<file path="config.mk">
export PLATFORM = sky130hd
export DESIGN_NAME = anton_neopixel_stream_rx
export DESIGN_NICKNAME = d
export VERILOG_FILES = /design/src/rtl/anton_neopixel_stream_rx_pkg.sv /design/src/rtl/anton_neopixel_rx_sync.sv /design/src/rtl/anton_neopixel_stream_rx.sv
export SDC_FILE = /design/constraint.sdc
export NUM_CORES = 1
export LEC_CHECK = 0
export BUFFER_PORTS_ARGS = -buffer_cell sky130_fd_sc_hd__buf_2
export CAP_MARGIN = 25
export CORE_ASPECT_RATIO = 1.25
export CORE_MARGIN = 5
export CORE_UTILIZATION = 62
export DETAILED_ROUTE_END_ITERATION = 8
export PLACE_DENSITY_LB_ADDON = 0.15
export SLEW_MARGIN = 20
export SYNTH_ARGS = -nofsm -noshare
export SYNTH_HDL_FRONTEND = slang
export SYNTH_SLANG_ARGS = --single-unit
</file>
<file path="constraint.sdc">
create_clock -name clk7mhz -period 5.5 [get_ports clk7mhz]
set_input_delay 1.375 -clock clk7mhz [delete_from_list [all_inputs] [get_ports clk7mhz]]
set_output_delay 1.375 -clock clk7mhz [all_outputs]
set_load 0.01 [all_outputs]
</file>
<file path="src/rtl/anton_neopixel_stream_rx_pkg.sv">
// Shared state encoding and default timing constants for the NeoPixel stream receiver.
// All timing values are counted in 7 MHz sample cycles.
package anton_neopixel_stream_rx_pkg;

   typedef enum logic [1:0] {
      ENUM_RX_STATE_SYNC  = 2'd0,
      ENUM_RX_STATE_ARMED = 2'd1,
      ENUM_RX_STATE_HIGH  = 2'd2,
      ENUM_RX_STATE_LOW   = 2'd3
   } rx_state_e;

   localparam int BUFFER_END_DEFAULT       = 15;
   localparam int RX_RESET_CYCLES_DEFAULT  = 350;
   localparam int RX_ONE_THRESHOLD_DEFAULT = 4;
   localparam int RX_HIGH_MAX_DEFAULT      = 8;

endpackage

</file>
<file path="src/rtl/anton_neopixel_rx_sync.sv">
// Two-flop synchronizer for the asynchronous data line, plus an edge-detect stage.
// Edges are defined on the synchronized line, so it lags stream_in by two cycles.
module anton_neopixel_rx_sync (
   input  logic clk7mhz,
   input  logic reset,
   input  logic stream_in,
   output logic line,
   output logic rise,
   output logic fall
);

   logic r_meta;
   logic r_sync;
   logic r_prev;

   always_ff @(posedge clk7mhz) begin
      if (reset) begin
         r_meta <= 1'b0;
         r_sync <= 1'b0;
         r_prev <= 1'b0;
      end else begin
         r_meta <= stream_in;
         r_sync <= r_meta;
         r_prev <= r_sync;
      end
   end

   assign line = r_sync;
   assign rise = r_sync & ~r_prev;
   assign fall = ~r_sync & r_prev;

endmodule

</file>
<file path="src/rtl/anton_neopixel_stream_rx.sv">
// WS2812 stream decoder: classifies bits by high-pulse width, assembles 24-bit pixels
// MSB-first, strobes each with its buffer index and reports the frame latch gap.
module anton_neopixel_stream_rx
   import anton_neopixel_stream_rx_pkg::*;
#(
   parameter  int BUFFER_END    = BUFFER_END_DEFAULT,
   parameter  int RESET_CYCLES  = RX_RESET_CYCLES_DEFAULT,
   parameter  int ONE_THRESHOLD = RX_ONE_THRESHOLD_DEFAULT,
   parameter  int HIGH_MAX      = RX_HIGH_MAX_DEFAULT,
   localparam int BUFFER_BITS   = $clog2(BUFFER_END + 1)
) (
   input  logic                   clk7mhz,
   input  logic                   reset,
   input  logic                   reg_ctrl_run,
   input  logic                   err_clear,
   input  logic                   stream_in,
   output logic [23:0]            pixel_data,
   output logic [BUFFER_BITS-1:0] pixel_index,
   output logic                   pixel_valid,
   output logic                   frame_done,
   output logic [BUFFER_BITS:0]   frame_pixels,
   output logic                   err_bit_width,
   output logic                   err_partial,
   output logic                   err_overflow,
   output logic                   rx_active
);

   localparam int LOW_W = $clog2(RESET_CYCLES + 1);
   localparam int HI_W  = $clog2(HIGH_MAX + 1);
   localparam logic [LOW_W-1:0]     LOW_LATCH = LOW_W'(RESET_CYCLES);
   localparam logic [HI_W-1:0]      HI_ONE    = HI_W'(ONE_THRESHOLD);
   localparam logic [HI_W-1:0]      HI_ERR    = HI_W'(HIGH_MAX);
   localparam logic [BUFFER_BITS:0] PIX_FULL  = (BUFFER_BITS + 1)'(BUFFER_END + 1);

   logic w_line, w_rise, w_fall;

   rx_state_e            r_state, w_state_nxt;
   logic [LOW_W-1:0]     r_low_cnt, w_low_nxt, w_low_inc;
   logic [HI_W-1:0]      r_high_cnt, w_high_nxt, w_high_inc;
   logic [4:0]           r_bit_cnt, w_bit_nxt, w_bit_inc;
   logic [23:0]          r_shift, w_shift_nxt, w_shift_in;
   logic [BUFFER_BITS:0] r_pix_cnt, w_pix_nxt;
   logic                 w_strobe, w_done, w_set_bw, w_set_part, w_set_ovf;

   anton_neopixel_rx_sync u_sync (
      .clk7mhz   (clk7mhz),
      .reset     (reset),
      .stream_in (stream_in),
      .line      (w_line),
      .rise      (w_rise),
      .fall      (w_fall)
   );

   assign w_low_inc  = r_low_cnt + 1'b1;
   assign w_high_inc = (r_high_cnt == HI_ERR) ? r_high_cnt : r_high_cnt + 1'b1;
   assign w_bit_inc  = r_bit_cnt + 1'b1;
   assign w_shift_in = {r_shift[22:0], (r_high_cnt >= HI_ONE)};

   always_comb begin
      w_state_nxt = r_state;
      w_low_nxt   = r_low_cnt;
      w_high_nxt  = r_high_cnt;
      w_bit_nxt   = r_bit_cnt;
      w_shift_nxt = r_shift;
      w_pix_nxt   = r_pix_cnt;
      w_strobe    = 1'b0;
      w_done      = 1'b0;
      w_set_bw    = 1'b0;
      w_set_part  = 1'b0;
      w_set_ovf   = 1'b0;
      if (!reg_ctrl_run) begin
         // Holding low_cnt at 0 forces a full latch gap after re-enable.
         w_state_nxt = ENUM_RX_STATE_SYNC;
         w_low_nxt   = '0;
         w_bit_nxt   = '0;
      end else begin
         unique case (r_state)
            ENUM_RX_STATE_SYNC: begin
               if (w_line) begin
                  w_low_nxt = '0;
               end else if (w_low_inc == LOW_LATCH) begin
                  w_state_nxt = ENUM_RX_STATE_ARMED;
                  w_low_nxt   = '0;
               end else begin
                  w_low_nxt = w_low_inc;
               end
            end
            ENUM_RX_STATE_ARMED: begin
               if (w_rise) begin
                  w_state_nxt = ENUM_RX_STATE_HIGH;
                  w_high_nxt  = HI_W'(1);
                  w_pix_nxt   = '0;
                  w_bit_nxt   = '0;
               end
            end
            ENUM_RX_STATE_HIGH: begin
               if (w_fall) begin
                  w_state_nxt = ENUM_RX_STATE_LOW;
                  w_low_nxt   = LOW_W'(1);
                  w_shift_nxt = w_shift_in;
                  if (w_bit_inc == 5'd24) begin
                     w_bit_nxt = '0;
                     // Past the buffer end the index stays put and nothing is strobed.
                     if (r_pix_cnt == PIX_FULL) begin
                        w_set_ovf = 1'b1;
                     end else begin
                        w_strobe  = 1'b1;
                        w_pix_nxt = r_pix_cnt + 1'b1;
                     end
                  end else begin
                     w_bit_nxt = w_bit_inc;
                  end
               end else if (w_high_inc >= HI_ERR) begin
                  w_set_bw    = 1'b1;
                  w_state_nxt = ENUM_RX_STATE_SYNC;
                  w_low_nxt   = '0;
                  w_bit_nxt   = '0;
               end else begin
                  w_high_nxt = w_high_inc;
               end
            end
            ENUM_RX_STATE_LOW: begin
               if (w_rise) begin
                  w_state_nxt = ENUM_RX_STATE_HIGH;
                  w_high_nxt  = HI_W'(1);
               end else if (w_low_inc == LOW_LATCH) begin
                  w_done      = 1'b1;
                  w_set_part  = (r_bit_cnt != 5'd0);
                  w_bit_nxt   = '0;
                  w_low_nxt   = '0;
                  w_state_nxt = ENUM_RX_STATE_ARMED;
               end else begin
                  w_low_nxt = w_low_inc;
               end
            end
         endcase
      end
   end

   always_ff @(posedge clk7mhz) begin
      if (reset) begin
         r_state       <= ENUM_RX_STATE_SYNC;
         r_low_cnt     <= '0;
         r_high_cnt    <= '0;
         r_bit_cnt     <= '0;
         r_shift       <= '0;
         r_pix_cnt     <= '0;
         pixel_data    <= '0;
         pixel_index   <= '0;
         pixel_valid   <= 1'b0;
         frame_done    <= 1'b0;
         frame_pixels  <= '0;
         err_bit_width <= 1'b0;
         err_partial   <= 1'b0;
         err_overflow  <= 1'b0;
      end else begin
         r_state     <= w_state_nxt;
         r_low_cnt   <= w_low_nxt;
         r_high_cnt  <= w_high_nxt;
         r_bit_cnt   <= w_bit_nxt;
         r_shift     <= w_shift_nxt;
         r_pix_cnt   <= w_pix_nxt;
         pixel_valid <= w_strobe;
         frame_done  <= w_done;
         if (w_strobe) begin
            pixel_data  <= w_shift_in;
            pixel_index <= r_pix_cnt[BUFFER_BITS-1:0];
         end
         if (w_done) begin
            frame_pixels <= r_pix_cnt;
         end
         // A new error in the same cycle as err_clear wins.
         err_bit_width <= (err_bit_width & ~err_clear) | w_set_bw;
         err_partial   <= (err_partial & ~err_clear) | w_set_part;
         err_overflow  <= (err_overflow & ~err_clear) | w_set_ovf;
      end
   end

   assign rx_active = (r_state == ENUM_RX_STATE_HIGH) || (r_state == ENUM_RX_STATE_LOW);

endmodule

</file>
Yosys cells after proc, flatten, opt, wreduce, memory -nomap -nowiden
Cells that the tools add are included.
- $add $sub $neg: 4
- multiply operators: 0
- div/mod/pow operators: 0
- magnitude comparators: 2
- eq/ne operators: 18
- shifts and indexed selects: 0
- multiplexer cells: 51
- bitwise operators: 12
- reduce and logical (&&, ||, !) cells: 15
- operators with widths (kind ; count):
    2-to-1 mux 5 bit ; 9
    2-to-1 mux 9 bit ; 5
    case mux 9 bit (3 select lines) ; 1
    2-to-1 mux 1 bit ; 22
    2-to-1 mux 4 bit ; 4
    case mux 5 bit (3 select lines) ; 1
    != test 2 bit (second input constant) ; 7
    2-to-1 mux 2 bit ; 6
    adder 5 x 1 -> 5 bit (second input constant) ; 2
    == test 5 bit (second input constant) ; 2
    case mux 5 bit (2 select lines) ; 1
    AND reduction 5 bit ; 2
    adder 9 x 1 -> 9 bit (second input constant) ; 1
    == test 9 bit (second input constant) ; 1
    AND reduction 3 bit ; 3
    case mux 2 bit (4 select lines) ; 1
    case mux 4 bit (2 select lines) ; 1
    != test 2 x 1 -> 1 bit (second input constant) ; 3
    AND reduction 6 bit ; 1
    nonzero test 3 bit ; 2
    AND 1 bit ; 5
    nonzero test 5 bit ; 1
    adder 4 x 1 -> 4 bit (second input constant) ; 1
    == test 2 bit (second input constant) ; 2
    11 further kinds ; 18
- flip-flop bits (word level): 89
- bits in latches: 0
- RAM bits: 0
- memory bits (read-only): 0
- input port bits: 5
- output and inout port bits: 39
- word-level logic and storage cells: 119
- memories: 0

Longest topological paths before layout
- word-level depth: 8
- mapped depth: 10
- gate-level depth less buffers: 8

Cells and area by module
Synthesis repeated with hierarchy kept, for this count alone.
- cells, all modules: 475
- area, all modules: 4177.8 um^2
- by module, submodules not included (module ; times used ; cells each ; area an instance (um^2) ; seq. area each (um^2)):
    anton_neopixel_stream_rx ; 1 ; 467 ; 4086.4 ; 1721.7
    anton_neopixel_rx_sync ; 1 ; 8 ; 91.3 ; 60.1

Worst setup path after synthesis
OpenSTA, ideal clock, no wires.
- path type: input to register
- from: in reg_ctrl_run
- to: reg frame_pixels[0]
- setup time: 128 ps
- arrival time: 2332 ps
- data required time: 5372 ps
- path slack: 3041 ps
- stages: 5
- buffers on the path: 1
- cells stage by stage: clkbuf_1 > nand2_1 > nor4_4 > mux2i_1 > nor2_1
- longest elaborated chain between the ends: 1
- ends and longest elaborated chain (what ; line ; RTL):
    from (decl) ; anton_neopixel_stream_rx.sv:14 ; input logic reg_ctrl_run,
    2-to-1 mux 1 bit ; anton_neopixel_stream_rx.sv:71 ; if (!reg_ctrl_run) begin
    to (signal assigned) ; anton_neopixel_stream_rx.sv:170 ; frame_pixels <= r_pix_cnt;
    to (decl) ; anton_neopixel_stream_rx.sv:21 ; output logic [BUFFER_BITS:0] frame_pixels,
No other way between the ends.
A chain may end at the register's enable or synchronous reset.

Worst setup path in the final report
- from: in reset
- to: reg r_low_cnt[2]
- longest elaborated chain between the ends: 1
- ends and longest elaborated chain (what ; line ; RTL):
    from (decl) ; anton_neopixel_stream_rx.sv:13 ; input logic reset,
    OR reduction 2 bit (no source line) ; n/a ;
    to (signal assigned) ; anton_neopixel_stream_rx.sv:158 ; r_low_cnt <= w_low_nxt;
    to (decl) ; anton_neopixel_stream_rx.sv:38 ; logic [LOW_W-1:0] r_low_cnt, w_low_nxt, w_low_inc;
No other way between the ends.

==> impl_results.md <==
* Outcome: completed
* # DRC at 0
* Pwr Density at 265 nW/µm²
* Slowest-stage cell, CP: nor2b_1
* Clock latency on the worst-skew pair at 360 ps
* I/O pin cnt at 44
* Most frequent cell after synthesis: nand2_1
* Largest stage delay on the critical path at 470 ps
* Largest net degree at the start of global routing at 71
* Postcts setup bufs at 0
* Least-Margin Pin Slew at 908 ps
* Reg clk slew, reported paths at 80 ps
* Layout cell share with drive strength beyond 1 at 0.156
* Post-DP HPWL at 5.69 mm
* Predominant post-synthesis flop cell: dfxtp_1
* DR top layer: met4
* Final setup viols at 0
* Mean number of vias per cell at 5.60
* Combinational share of power at 0.021
* Drt initial violations at 125
* Yosys reg bits at 89
* Placed cell count at 574
* Cell area after synthesis at 3950 µm²
* Sequential cell fraction of total power at 0.558
* Slew headroom at 0.393
* Worst path arrival time at 2980 ps
* WHS at 454 ps
* Share of the synthesized area in the top cell type at 0.451
* Pre-antenna DRT Iters at 4
* Final Skew at 11.3 ps
* WL final at 8.28 mm
* Sequential element share of the synthesized area at 0.451
* Max_cap viols at 0
* M1 WL at 3.46 mm
* Final slew viol count at 0
* Via count at 3,302
* Fmax at 374 MHz
* Critical-path cell list: buf_2 -> buf_4 -> nor2b_1 -> o311ai_4 -> nor2_1 -> a22o_1
* Yosys cell types at 64
* Starting Density at 0.636
* Area of the core at 6210 µm²
* CTS Hold Bufs at 0
* Critical Path Start: reset
* Global-route wire length before repair at 13.8 mm
* Asr flop ratio synth at 0
* WP buf/inv at 2
* RSZ-0062 raised after global routing: no
* Met2 WL at 4.31 mm
* Final ANT Viol Nets at 0
* GP Congestion at 0.820
* Cell internal pwr at 908 µW
* H-tree levels at 3
* Crit Path Class: input port to flop
* CP Max Fanout at 70
* Final worst path period share at 0.487
* Synth area leaders: dfxtp_1 (45%), nand2_1 (11%), a21oi_1 (7.7%), ha_1 (2.5%), nor2_1 (2.3%)
* # diodes at 0
* CP Launch Type: input port
* GRT overflow at 0
* Worst hold start: pixel_data[22]$_SDFFE_PP0P_
* Vias in the first global route at 3,197
* Port bufs at 43
* Min-Delay Path Class: flop to flop
* CTS Buf Count at 9
* Switch share at 0.217
* Final hold vios at 0
* Final std cells w/o fill at 590
* R2r startpoint: r_state[1]$_SDFFE_PP0P_
* Die Ht at 99.2 µm
* Critical Path Sink Type: flop
* PostCTS Resize Cnt at 0
* Switching power at 252 µW
* Total clock sinks at 89
* VDD IR max at 0.000255 V
* Critical Path RT at 5800 ps
* Avg Inst Size Synth at 8.35 µm²
* Area leader, netlist: dfxtp_1
* Fin Setup TNS at 0 ps
* Die width at 81.4 µm
* Root Buffer Master: clkbuf_8
* Die area at 8070 µm²
* Initial antenna violation count at 0
* Number of flops mapped to enable cells by yosys at 0
* Clock power share at 0.420
* Final #Nets at 514
* Routed len/inst at 14.0 µm
* GRT Util Overall at 0.214
* YS warnings at 0
* Leakage at 1.65 nW
* Final worst-path setup slack at 2820 ps
* Area Overhead vs Synth at 11.0%
* # rows at 32
* Worst R2R Setup Slack at 2900 ps
* DR WL met3 at 301 µm
* Bufs on Longest Clock Path at 2
* Gate count of the mapped netlist at 473
* Syn_nets at 486
* Place WS at 2440 ps
* Fin crit period at 2680 ps
* CTS tree: built
* Top delay family on crit path: simple AND/OR/NAND/NOR gates
* Top cells by count, synth: nand2_1 (117), dfxtp_1 (89), a21oi_1 (61)
==> stage by stage <==
step / power (mW) / area [µm²] / util
after floorplan: 0.681 / 3950 / -
after global placement: 0.687 / 4160 / 0.670
after detailed placement: 0.688 / 4160 / 0.670
after CTS: 1.17 / 4370 / 0.704
after global routing: 1.20 / 4380 / 0.706
final: 1.16 / 4380 / 0.706
==> area by class of cell <==
type	count	area, µm²
Multi-Input combinational cell	343	2000
Tap cell	85	106
Clock buffer	9	124
Timing Repair Buffer	45	234
Inverter	13	48.8
Fill cell	502	1820
Sequential cell	89	1780
Clock inverter	6	92.6
==> tightest hold or removal path: stages, from the launching register on <==
cell and delay (ps):
dfxtp_1 310, nand2_1 50, a21oi_1 50
==> sequential cells by signal, indices dropped and copies added (netlist names), 2 cells and up <==
register and count:
frame_pixels 5, r_state 2, r_low_cnt 9, pixel_data 24, r_pix_cnt 5, r_high_cnt 4
pixel_index 4, r_bit_cnt 5, r_shift 23
==> path summary, 6_finish.rpt <==
path | endpoint | cells past startpoint
worst max-delay path | r_low_cnt[2]$_SDFFE_PP0P_ | 6
worst min register to register | pixel_data[22]$_SDFFE_PP0P_ | 2
worst max register to register | pixel_index[1]$_SDFFE_PP0P_ | 6
worst min-delay path | pixel_data[22]$_SDFFE_PP0P_ | 2
==> cells in the final DEF (no fill, tap or decap), types with 3 or more instances in the layout <==
cell type | netlist | layout
and2_1 | 7 | 7
ha_1 | 8 | 8
clkbuf_8 | 0 | 9
inv_1 | 13 | 13
and3_1 | 6 | 6
nand4_1 | 3 | 3
nand2_1 | 117 | 117
o21ai_1 | 5 | 5
mux2i_1 | 6 | 6
nor2_1 | 24 | 24
dfxtp_1 | 89 | 89
nand2b_1 | 7 | 7
nor3_1 | 3 | 3
a21oi_1 | 61 | 61
buf_2 | 7 | 43
a211oi_1 | 4 | 4
nand3_1 | 6 | 6
nor2b_1 | 13 | 13
o21ai_0 | 11 | 11
or4_1 | 3 | 3
a311oi_1 | 3 | 3
a22o_1 | 7 | 7
==> power groups by stage <==
| stage | Combinational [mW] | Sequential [mW] | Clock (mW) |
|---|---|---|---|
| 3_5_place_dp | 0.0249 | 0.663 | 0 |
| 5_1_grt | 0.0272 | 0.648 | 0.522 |
| 4_1_cts | 0.0250 | 0.648 | 0.496 |
| 2_1_floorplan | 0.0193 | 0.662 | 0 |
| 3_3_place_gp | 0.0243 | 0.663 | 0 |
| 6_report | 0.0248 | 0.648 | 0.487 |
==> per-layer routing <==
layer | global-route usage | vias to the layer above
met1 | 0.237 | 1549
met2 | 0.383 | 67
li1 | - | 1667
met4 | 0.0975 | 0
met3 | 0.0462 | 19
met5 | 0 | -
==> logic make-up after synthesis <==
kind of cell / Yosys count / share of synthesized area
multiplexers: 8 / 0.0209
AO/OA/AOI/OAI: 114 / 0.186
adder cells (fa/ha/maj): 8 / 0.0254
AND/OR/NAND/NOR: 208 / 0.260
XOR/XNOR: 5 / 0.0130
flip-flops: 89 / 0.451
buffers and inverters: 41 / 0.0431
Power figures use the tool's default switching activity.
